File: src/rtl/reg_mux4_rr_arbiter_pkg.sv
// Shared types and constants for the four-channel round-robin packet arbiter.
// Holds the arbiter state encoding, channel count, select width and the
// channel index constants used by the data mux and the arbiter.
package reg_mux4_rr_arbiter_pkg;

  localparam int unsigned NUM_CH = 4;
  localparam int unsigned SEL_W  = 2;

  typedef enum logic {
    IDLE   = 1'b0,
    LOCKED = 1'b1
  } arbState_t;

  localparam logic [SEL_W-1:0] CH_A = 2'd0;
  localparam logic [SEL_W-1:0] CH_B = 2'd1;
  localparam logic [SEL_W-1:0] CH_C = 2'd2;
  localparam logic [SEL_W-1:0] CH_D = 2'd3;

endpackage

File: src/rtl/reg_mux4_rr_arbiter_if.sv
// Channel and output-stage bundle of the round-robin packet arbiter.
// Upstream side : InValid/InLast/InputA..InputD in, InReady out (per channel).
// Downstream    : Select/Output/OutValid/OutLast/OutAbort out, OutReady in.
// master = arbiter side, slave = surrounding sources/sink.
interface reg_mux4_rr_arbiter_if #(
  parameter int unsigned INPUT_BIT_WIDTH = 8,
  parameter int unsigned BUS_WIDTH       = 2
) ();
  import reg_mux4_rr_arbiter_pkg::*;

  logic [NUM_CH-1:0]          InValid;
  logic [NUM_CH-1:0]          InLast;
  logic [INPUT_BIT_WIDTH-1:0] InputA;
  logic [INPUT_BIT_WIDTH-1:0] InputB;
  logic [INPUT_BIT_WIDTH-1:0] InputC;
  logic [INPUT_BIT_WIDTH-1:0] InputD;
  logic [NUM_CH-1:0]          InReady;
  logic [BUS_WIDTH-1:0]       Select;
  logic [INPUT_BIT_WIDTH-1:0] Output;
  logic                       OutValid;
  logic                       OutLast;
  logic                       OutReady;
  logic                       OutAbort;

  modport master (
    input  InValid, InLast, InputA, InputB, InputC, InputD, OutReady,
    output InReady, Select, Output, OutValid, OutLast, OutAbort
  );

  modport slave (
    output InValid, InLast, InputA, InputB, InputC, InputD, OutReady,
    input  InReady, Select, Output, OutValid, OutLast, OutAbort
  );

endinterface

File: src/rtl/reg_mux4_rr_arbiter_regmux4.sv
// RegMux4: 4:1 data selector driven by the arbiter's Select bus.
// Ports: Select (channel index), InputA..InputD (channel data),
//        muxOut_c (combinational selected data).
module RegMux4
  import reg_mux4_rr_arbiter_pkg::*;
#(
  parameter int unsigned WIDTH = 8
) (
  input  logic [SEL_W-1:0] Select,
  input  logic [WIDTH-1:0] InputA,
  input  logic [WIDTH-1:0] InputB,
  input  logic [WIDTH-1:0] InputC,
  input  logic [WIDTH-1:0] InputD,
  output logic [WIDTH-1:0] muxOut_c
);

  // Plain select; Select only moves at grant time so the output is stable per packet.
  always_comb begin
    muxOut_c = InputA;
    case (Select)
      CH_A:    muxOut_c = InputA;
      CH_B:    muxOut_c = InputB;
      CH_C:    muxOut_c = InputC;
      CH_D:    muxOut_c = InputD;
      default: muxOut_c = InputA;
    endcase
  end

endmodule

File: src/rtl/reg_mux4_rr_arbiter.sv
// reg_mux4_rr_arbiter: four-channel round-robin packet arbiter feeding a
// single registered valid/ready output stage. A channel keeps the grant for a
// whole packet (through the beat with last). A stall watchdog drops a granted
// channel that stops presenting data and pulses OutAbort.
// Ports: Clock, ResetN (async, active low), bus (arbiter side of
//        reg_mux4_rr_arbiter_if: per-channel valid/last/data/ready,
//        Select, Output, OutValid, OutLast, OutReady, OutAbort).
module reg_mux4_rr_arbiter
  import reg_mux4_rr_arbiter_pkg::*;
#(
  parameter int unsigned INPUT_BIT_WIDTH = 8,
  parameter int unsigned BUS_WIDTH       = 2,
  parameter int unsigned STALL_LIMIT     = 16
) (
  input logic                   Clock,
  input logic                   ResetN,
  reg_mux4_rr_arbiter_if.master bus
);

  localparam int unsigned STALL_W = (STALL_LIMIT == 0) ? 1 : $clog2(STALL_LIMIT + 1);
  localparam int unsigned STALL_LAST_I = (STALL_LIMIT == 0) ? 0 : STALL_LIMIT - 1;
  localparam logic [STALL_W-1:0] STALL_LAST = STALL_W'(STALL_LAST_I);
  localparam logic WD_EN = (STALL_LIMIT != 0);

  arbState_t                  state, stateNext;
  logic [BUS_WIDTH-1:0]       pointer, pointerNext;
  logic [BUS_WIDTH-1:0]       selectNext;
  logic [STALL_W-1:0]         stallCnt, stallCntNext;
  logic [INPUT_BIT_WIDTH-1:0] outputNext;
  logic                       outValidNext;
  logic                       outLastNext;
  logic                       outAbortNext;

  logic [INPUT_BIT_WIDTH-1:0] muxData_c;
  logic [BUS_WIDTH-1:0]       winner_c;
  logic [BUS_WIDTH-1:0]       scanIdx_c;
  logic                       anyReq_c;
  logic                       canLoad_c;
  logic                       transfer_c;
  logic                       stall_c;
  logic                       abort_c;

  RegMux4 #(
    .WIDTH (INPUT_BIT_WIDTH)
  ) uRegMux4 (
    .Select   (bus.Select),
    .InputA   (bus.InputA),
    .InputB   (bus.InputB),
    .InputC   (bus.InputC),
    .InputD   (bus.InputD),
    .muxOut_c (muxData_c)
  );

  // Round-robin scan: first requesting channel starting at pointer, wrapping mod 4.
  always_comb begin
    winner_c  = pointer;
    scanIdx_c = pointer;
    anyReq_c  = 1'b0;
    for (int unsigned i = 0; i < NUM_CH; i++) begin
      scanIdx_c = pointer + BUS_WIDTH'(i);
      if (!anyReq_c && bus.InValid[scanIdx_c]) begin
        winner_c = scanIdx_c;
        anyReq_c = 1'b1;
      end
    end
  end

  // Handshake terms; InReady depends only on state, Select and the output stage.
  always_comb begin
    canLoad_c   = ~bus.OutValid | bus.OutReady;
    transfer_c  = (state == LOCKED) & bus.InValid[bus.Select] & canLoad_c;
    stall_c     = (state == LOCKED) & ~bus.InValid[bus.Select];
    abort_c     = WD_EN & stall_c & (stallCnt == STALL_LAST);
    bus.InReady = '0;
    if (state == LOCKED) begin
      bus.InReady[bus.Select] = canLoad_c;
    end
  end

  // Next-state and registered-output logic.
  always_comb begin
    stateNext    = state;
    pointerNext  = pointer;
    selectNext   = bus.Select;
    stallCntNext = stallCnt;
    outputNext   = bus.Output;
    outValidNext = bus.OutValid;
    outLastNext  = bus.OutLast;
    outAbortNext = 1'b0;

    // Drain; overridden below when a new beat is loaded in the same cycle.
    if (bus.OutValid && bus.OutReady) begin
      outValidNext = 1'b0;
    end

    case (state)
      IDLE: begin
        if (anyReq_c) begin
          selectNext   = winner_c;
          stateNext    = LOCKED;
          stallCntNext = '0;
        end
      end
      LOCKED: begin
        if (transfer_c) begin
          outputNext   = muxData_c;
          outLastNext  = bus.InLast[bus.Select];
          outValidNext = 1'b1;
          stallCntNext = '0;
          if (bus.InLast[bus.Select]) begin
            stateNext   = IDLE;
            pointerNext = bus.Select + BUS_WIDTH'(1);
          end
        end else if (abort_c) begin
          // Forced release: the partial packet is left unterminated downstream.
          stateNext    = IDLE;
          pointerNext  = bus.Select + BUS_WIDTH'(1);
          outAbortNext = 1'b1;
          stallCntNext = '0;
        end else if (stall_c && WD_EN) begin
          stallCntNext = stallCnt + STALL_W'(1);
        end
      end
      default: begin
        stateNext = IDLE;
      end
    endcase
  end

  // State and output registers.
  always_ff @(posedge Clock or negedge ResetN) begin
    if (!ResetN) begin
      state        <= IDLE;
      pointer      <= '0;
      stallCnt     <= '0;
      bus.Select   <= '0;
      bus.Output   <= '0;
      bus.OutValid <= 1'b0;
      bus.OutLast  <= 1'b0;
      bus.OutAbort <= 1'b0;
    end else begin
      state        <= stateNext;
      pointer      <= pointerNext;
      stallCnt     <= stallCntNext;
      bus.Select   <= selectNext;
      bus.Output   <= outputNext;
      bus.OutValid <= outValidNext;
      bus.OutLast  <= outLastNext;
      bus.OutAbort <= outAbortNext;
    end
  end

endmodule

File: src/flat_wrapper.sv
// flat-port wrapper written by rule: the top's interface ports become plain ports
module reg_mux4_rr_arbiter_flat import reg_mux4_rr_arbiter_pkg::*;
#(
  parameter int unsigned INPUT_BIT_WIDTH = 8,
  parameter int unsigned BUS_WIDTH       = 2,
  parameter int unsigned STALL_LIMIT     = 16
)
  (Clock, ResetN, bus_InValid, bus_InLast, bus_InputA, bus_InputB, bus_InputC, bus_InputD, bus_OutReady, bus_InReady, bus_Select, bus_Output, bus_OutValid, bus_OutLast, bus_OutAbort);
  reg_mux4_rr_arbiter_if #(.INPUT_BIT_WIDTH(INPUT_BIT_WIDTH), .BUS_WIDTH(BUS_WIDTH)) bus_i ();
  input logic Clock;
  input logic ResetN;
  input wire logic [$bits(bus_i.InValid)-1:0] bus_InValid;
  input wire logic [$bits(bus_i.InLast)-1:0] bus_InLast;
  input wire logic [$bits(bus_i.InputA)-1:0] bus_InputA;
  input wire logic [$bits(bus_i.InputB)-1:0] bus_InputB;
  input wire logic [$bits(bus_i.InputC)-1:0] bus_InputC;
  input wire logic [$bits(bus_i.InputD)-1:0] bus_InputD;
  input wire logic [$bits(bus_i.OutReady)-1:0] bus_OutReady;
  output wire logic [$bits(bus_i.InReady)-1:0] bus_InReady;
  output wire logic [$bits(bus_i.Select)-1:0] bus_Select;
  output wire logic [$bits(bus_i.Output)-1:0] bus_Output;
  output wire logic [$bits(bus_i.OutValid)-1:0] bus_OutValid;
  output wire logic [$bits(bus_i.OutLast)-1:0] bus_OutLast;
  output wire logic [$bits(bus_i.OutAbort)-1:0] bus_OutAbort;
  assign bus_i.InValid = bus_InValid;
  assign bus_i.InLast = bus_InLast;
  assign bus_i.InputA = bus_InputA;
  assign bus_i.InputB = bus_InputB;
  assign bus_i.InputC = bus_InputC;
  assign bus_i.InputD = bus_InputD;
  assign bus_i.OutReady = bus_OutReady;
  assign bus_InReady = bus_i.InReady;
  assign bus_Select = bus_i.Select;
  assign bus_Output = bus_i.Output;
  assign bus_OutValid = bus_i.OutValid;
  assign bus_OutLast = bus_i.OutLast;
  assign bus_OutAbort = bus_i.OutAbort;
  reg_mux4_rr_arbiter #(.INPUT_BIT_WIDTH(INPUT_BIT_WIDTH), .BUS_WIDTH(BUS_WIDTH), .STALL_LIMIT(STALL_LIMIT)) u_core (.Clock(Clock), .ResetN(ResetN), .bus(bus_i));
endmodule
File: config.mk
export PLATFORM = sky130hd
export DESIGN_NAME = reg_mux4_rr_arbiter_flat
export DESIGN_NICKNAME = d
export VERILOG_FILES = /design/src/rtl/reg_mux4_rr_arbiter_pkg.sv /design/src/rtl/reg_mux4_rr_arbiter_if.sv /design/src/rtl/reg_mux4_rr_arbiter_regmux4.sv /design/src/rtl/reg_mux4_rr_arbiter.sv /design/src/flat_wrapper.sv
export SDC_FILE = /design/constraint.sdc
export NUM_CORES = 1
export LEC_CHECK = 0
export BUFFER_PORTS_ARGS = -buffer_cell sky130_fd_sc_hd__buf_2
export CORE_MARGIN = 2
export CORE_UTILIZATION = 47
export DETAILED_ROUTE_END_ITERATION = 10
export PLACE_DENSITY = 0.79
export SLEW_MARGIN = 10
export SYNTH_ARGS = -nofsm -noshare
export SYNTH_HDL_FRONTEND = slang
export SYNTH_SLANG_ARGS = --single-unit
export TNS_END_PERCENT = 20
File: constraint.sdc
create_clock -name Clock -period 2.1 [get_ports Clock]
set_input_delay 0.42 -clock Clock [delete_from_list [all_inputs] [get_ports Clock]]
set_output_delay 0.42 -clock Clock [all_outputs]
set_load 0.005 [all_outputs]
==> results.md <==
* RSZ-0062 raised after global routing: no
* Worst VDD drop at 736 uV
* Async set or reset register ratio after synthesis at 1.00
* First-pass GRT wire length at 5.87 mm
* Max cap viols at 0
* Syn nets at 178
* # IOs at 60
* Starting Density at 0.493
* Pwr Total at 0.00222 W
* Setup slack, reg-to-reg at 160 ps
* Status: finished, final reports clean
* Area share of xor/xnor cells in the synthesized design at 0
* Worst r2r src: u_core.bus.Select[0]$_DFFE_PN0P_
* Rows at 19
* Number of post-CTS setup repair buffers at 0
* Synth Area in Simple Gates at 0.134
* Number of synthesized flops with an enable pin at 0
* RePlAce Congestion at 0.892
* Yosys top cell area share at 0.387
* # nets final at 236
* Synthesized flop and latch total at 21
* CP top delay family: flip-flops
* P_leak at 0.843 nW
* Layout cells sized above 1 at 0.457
* Most common library cells after synthesis: dfrtp_1 (21), o21ai_0 (14), nand2_1 (13), mux2_2 (9), a222oi_1 (8)
* Reg2Reg Depth at 4
* Die ar. at 3340 um^2
* Period utilisation layout at 0.952
* WL final at 3.65 mm
* Antenna violations before repair at 0
* Area Growth Syn to Fin at 25.3%
* Worst Path Buf+Inv at 2
* Synth Area in Compound Gates at 0.234
* Critical Path Source Type: flop
* CTS max path bufs at 2
* Critical Path AT at 1580 ps
* Final WS setup at 99.9 ps
* Drt wl/cell at 16.8 um
* Clock slew at reported path FFs at 120 ps
* Drt drc at 0
* Initial detailed-routing violation count at 160
* Worst clock skew at 7.60 ps
* Synthesized area at 1360 um^2
* ANT nets after route at 0
* TritonCTS buffer count at 3
* Root Buffer: clkbuf_4
* Count leader, synth: dfrtp_1
* Cell taking the most area after synthesis: dfrtp_1
* Crit-path slowest cell: dfrtp_2
* Distinct cell type count after synthesis at 40
* H-tree depth at 1
* CTS tree: built
* Post-layout minimum cycle time at 2000 ps
* Cell breakdown of the critical path: inv_1 -> ha_2 -> and3_1 -> buf_2
* Post-Layout Cell Count at 217
* Crit end category: output port
* Final setup vio count at 0
* CTS Hold Buffers Added at 0
* Worst hold path class: in2async
* Reg2reg end: u_core.bus.Output[3]$_DFFE_PN0P_
* All-Layer GR Usage at 0.229
* Critical path peak fanout at 9
* Worst-Margin Slew at 482 ps
* Post-synthesis adder-cell area fraction at 0.0552
* Diodes inserted at 0
* Max Fclk at 500 MHz
* Post-Synthesis Cells at 129
* Top_reg_cell synth: dfrtp_1
* Avg Inst Size Synth at 10.5 um^2
* Top post-synthesis cells by area: dfrtp_1 (39%), mux2_2 (7.5%), a222oi_1 (5.9%)
* Final Max Slew Viols at 0
* Post-synthesis mux area share at 0.148
* Die W at 57.8 um
* GRT Residual Overflow at 0
* Sequential area share after synthesis at 0.387
* Largest family of logic cells by synthesized area: compound AO/OA/AOI/OAI gates
* Final Hold Fails at 0
* Slowest stage delay, CP at 500 ps
* Routed via count at 1351
* Core ar. at 2760 um^2
* Via/cell ratio at 6.23
* Pwr/cell area at 1300 nW/um^2
* Yosys warning total at 0
* Setup Crit Path Kind: reg2out
* Largest net degree at the start of global routing at 22
* Worst hold margin at 34.2 ps
* DP Wirelength at 2.79 mm
* Clock sinks at 21
* Worst-Skew Late Latency at 320 ps
* Vias in the first global route at 1283
* Port bufs at 59
* Die span in y at 57.8 um
* Placed insts at 213
* Worst slack at placement at 59.9 ps
* Slew HR at 0.679
* Pre-Repair DR Iteration Count at 5
* Setup TNS at 0 ps
* Critical Path RT at 1680 ps
==> per-stage QoR <==
step / area, um^2 / utilization
final: 1700 / 0.618
after global placement: 1670 / 0.604
after detailed placement: 1670 / 0.604
after floorplan: 1360 / -
after global routing: 1700 / 0.618
after CTS: 1700 / 0.615
==> power by group <==
part	total (W)	internal, W	switching (W)
Combinational	0.00123	0.000625	0.000609
Clock	0.000201	0.0000714	0.000130
Sequential	0.000780	0.000580	0.000200
Total	0.00222	0.00128	0.000939
==> sequential cells by signal (all words and copies together) (netlist names) <==
name and count:
u_core.stallCnt 5, u_core.pointer 2, u_core.bus.OutValid 1, u_core.state 1
u_core.bus.OutAbort 1, u_core.bus.OutLast 1, u_core.bus.Output 8, u_core.bus.Select 2
==> placed cells by master (no fill, tap or decap), drive strengths merged, types with 3 or more instances in the layout <==
cell / n
buf: 60
dfrtp: 21
o21ai: 14
nand2: 13
mux2: 10
a222oi: 8
inv: 6
ha: 6
and3: 4
mux2i: 4
nand3: 3
a21oi: 3
clkbuf: 3
==> layer usage <==
layer  GRT usage  up-vias  routed length (um)
met1       0.299      638                1500
met5           0        -                   0
met4       0.103        0                  65
li1            -      614                   -
met2       0.381       92                1790
met3      0.0268        7                 296
==> logic make-up after synthesis <==
kind of cell / Yosys count
and+or+nand+nor: 32
DFF: 21
buffers and inverters: 13
adders and majority gates: 6
AOI/OAI and AO/OA: 41
muxes: 16
==> timing repair <==
action,in CTS,in global routing
gates resized for setup,2,3
pin swaps,0,0
setup endpoints to repair,2,3
==> worst max-delay path by stage <==
stage / startpoint / slack, ps / endpoint / cells after the start
floorplan: u_core.bus.Select[0]$_DFFE_PN0P_ / 240 / u_core.pointer[1]$_DFFE_PN0P_ / 5
global placement: u_core.bus.Select[0]$_DFFE_PN0P_ / 130 / u_core.pointer[1]$_DFFE_PN0P_ / 4
detailed placement: u_core.bus.Select[0]$_DFFE_PN0P_ / 60 / u_core.pointer[1]$_DFFE_PN0P_ / 4
CTS: u_core.bus.Select[0]$_DFFE_PN0P_ / 20 / bus_InReady[2] / 4
global route: u_core.bus.Select[0]$_DFFE_PN0P_ / 20 / u_core.bus.Output[3]$_DFFE_PN0P_ / 4
finish: u_core.bus.Select[1]$_DFFE_PN0P_ / 100 / bus_InReady[1] / 4
==> area by class of cell <==
cell class | count | area (um^2)
Fill cell | 235 | 1050
Timing Repair Buffer | 60 | 303
Sequential cell | 21 | 528
Tap cell | 31 | 38.8
Multi-Input combinational cell | 95 | 783
Clock inverter | 1 | 5.00
Inverter | 6 | 22.5
Clock buffer | 3 | 22.5
Note: power is estimated with default switching activity, not from simulation.
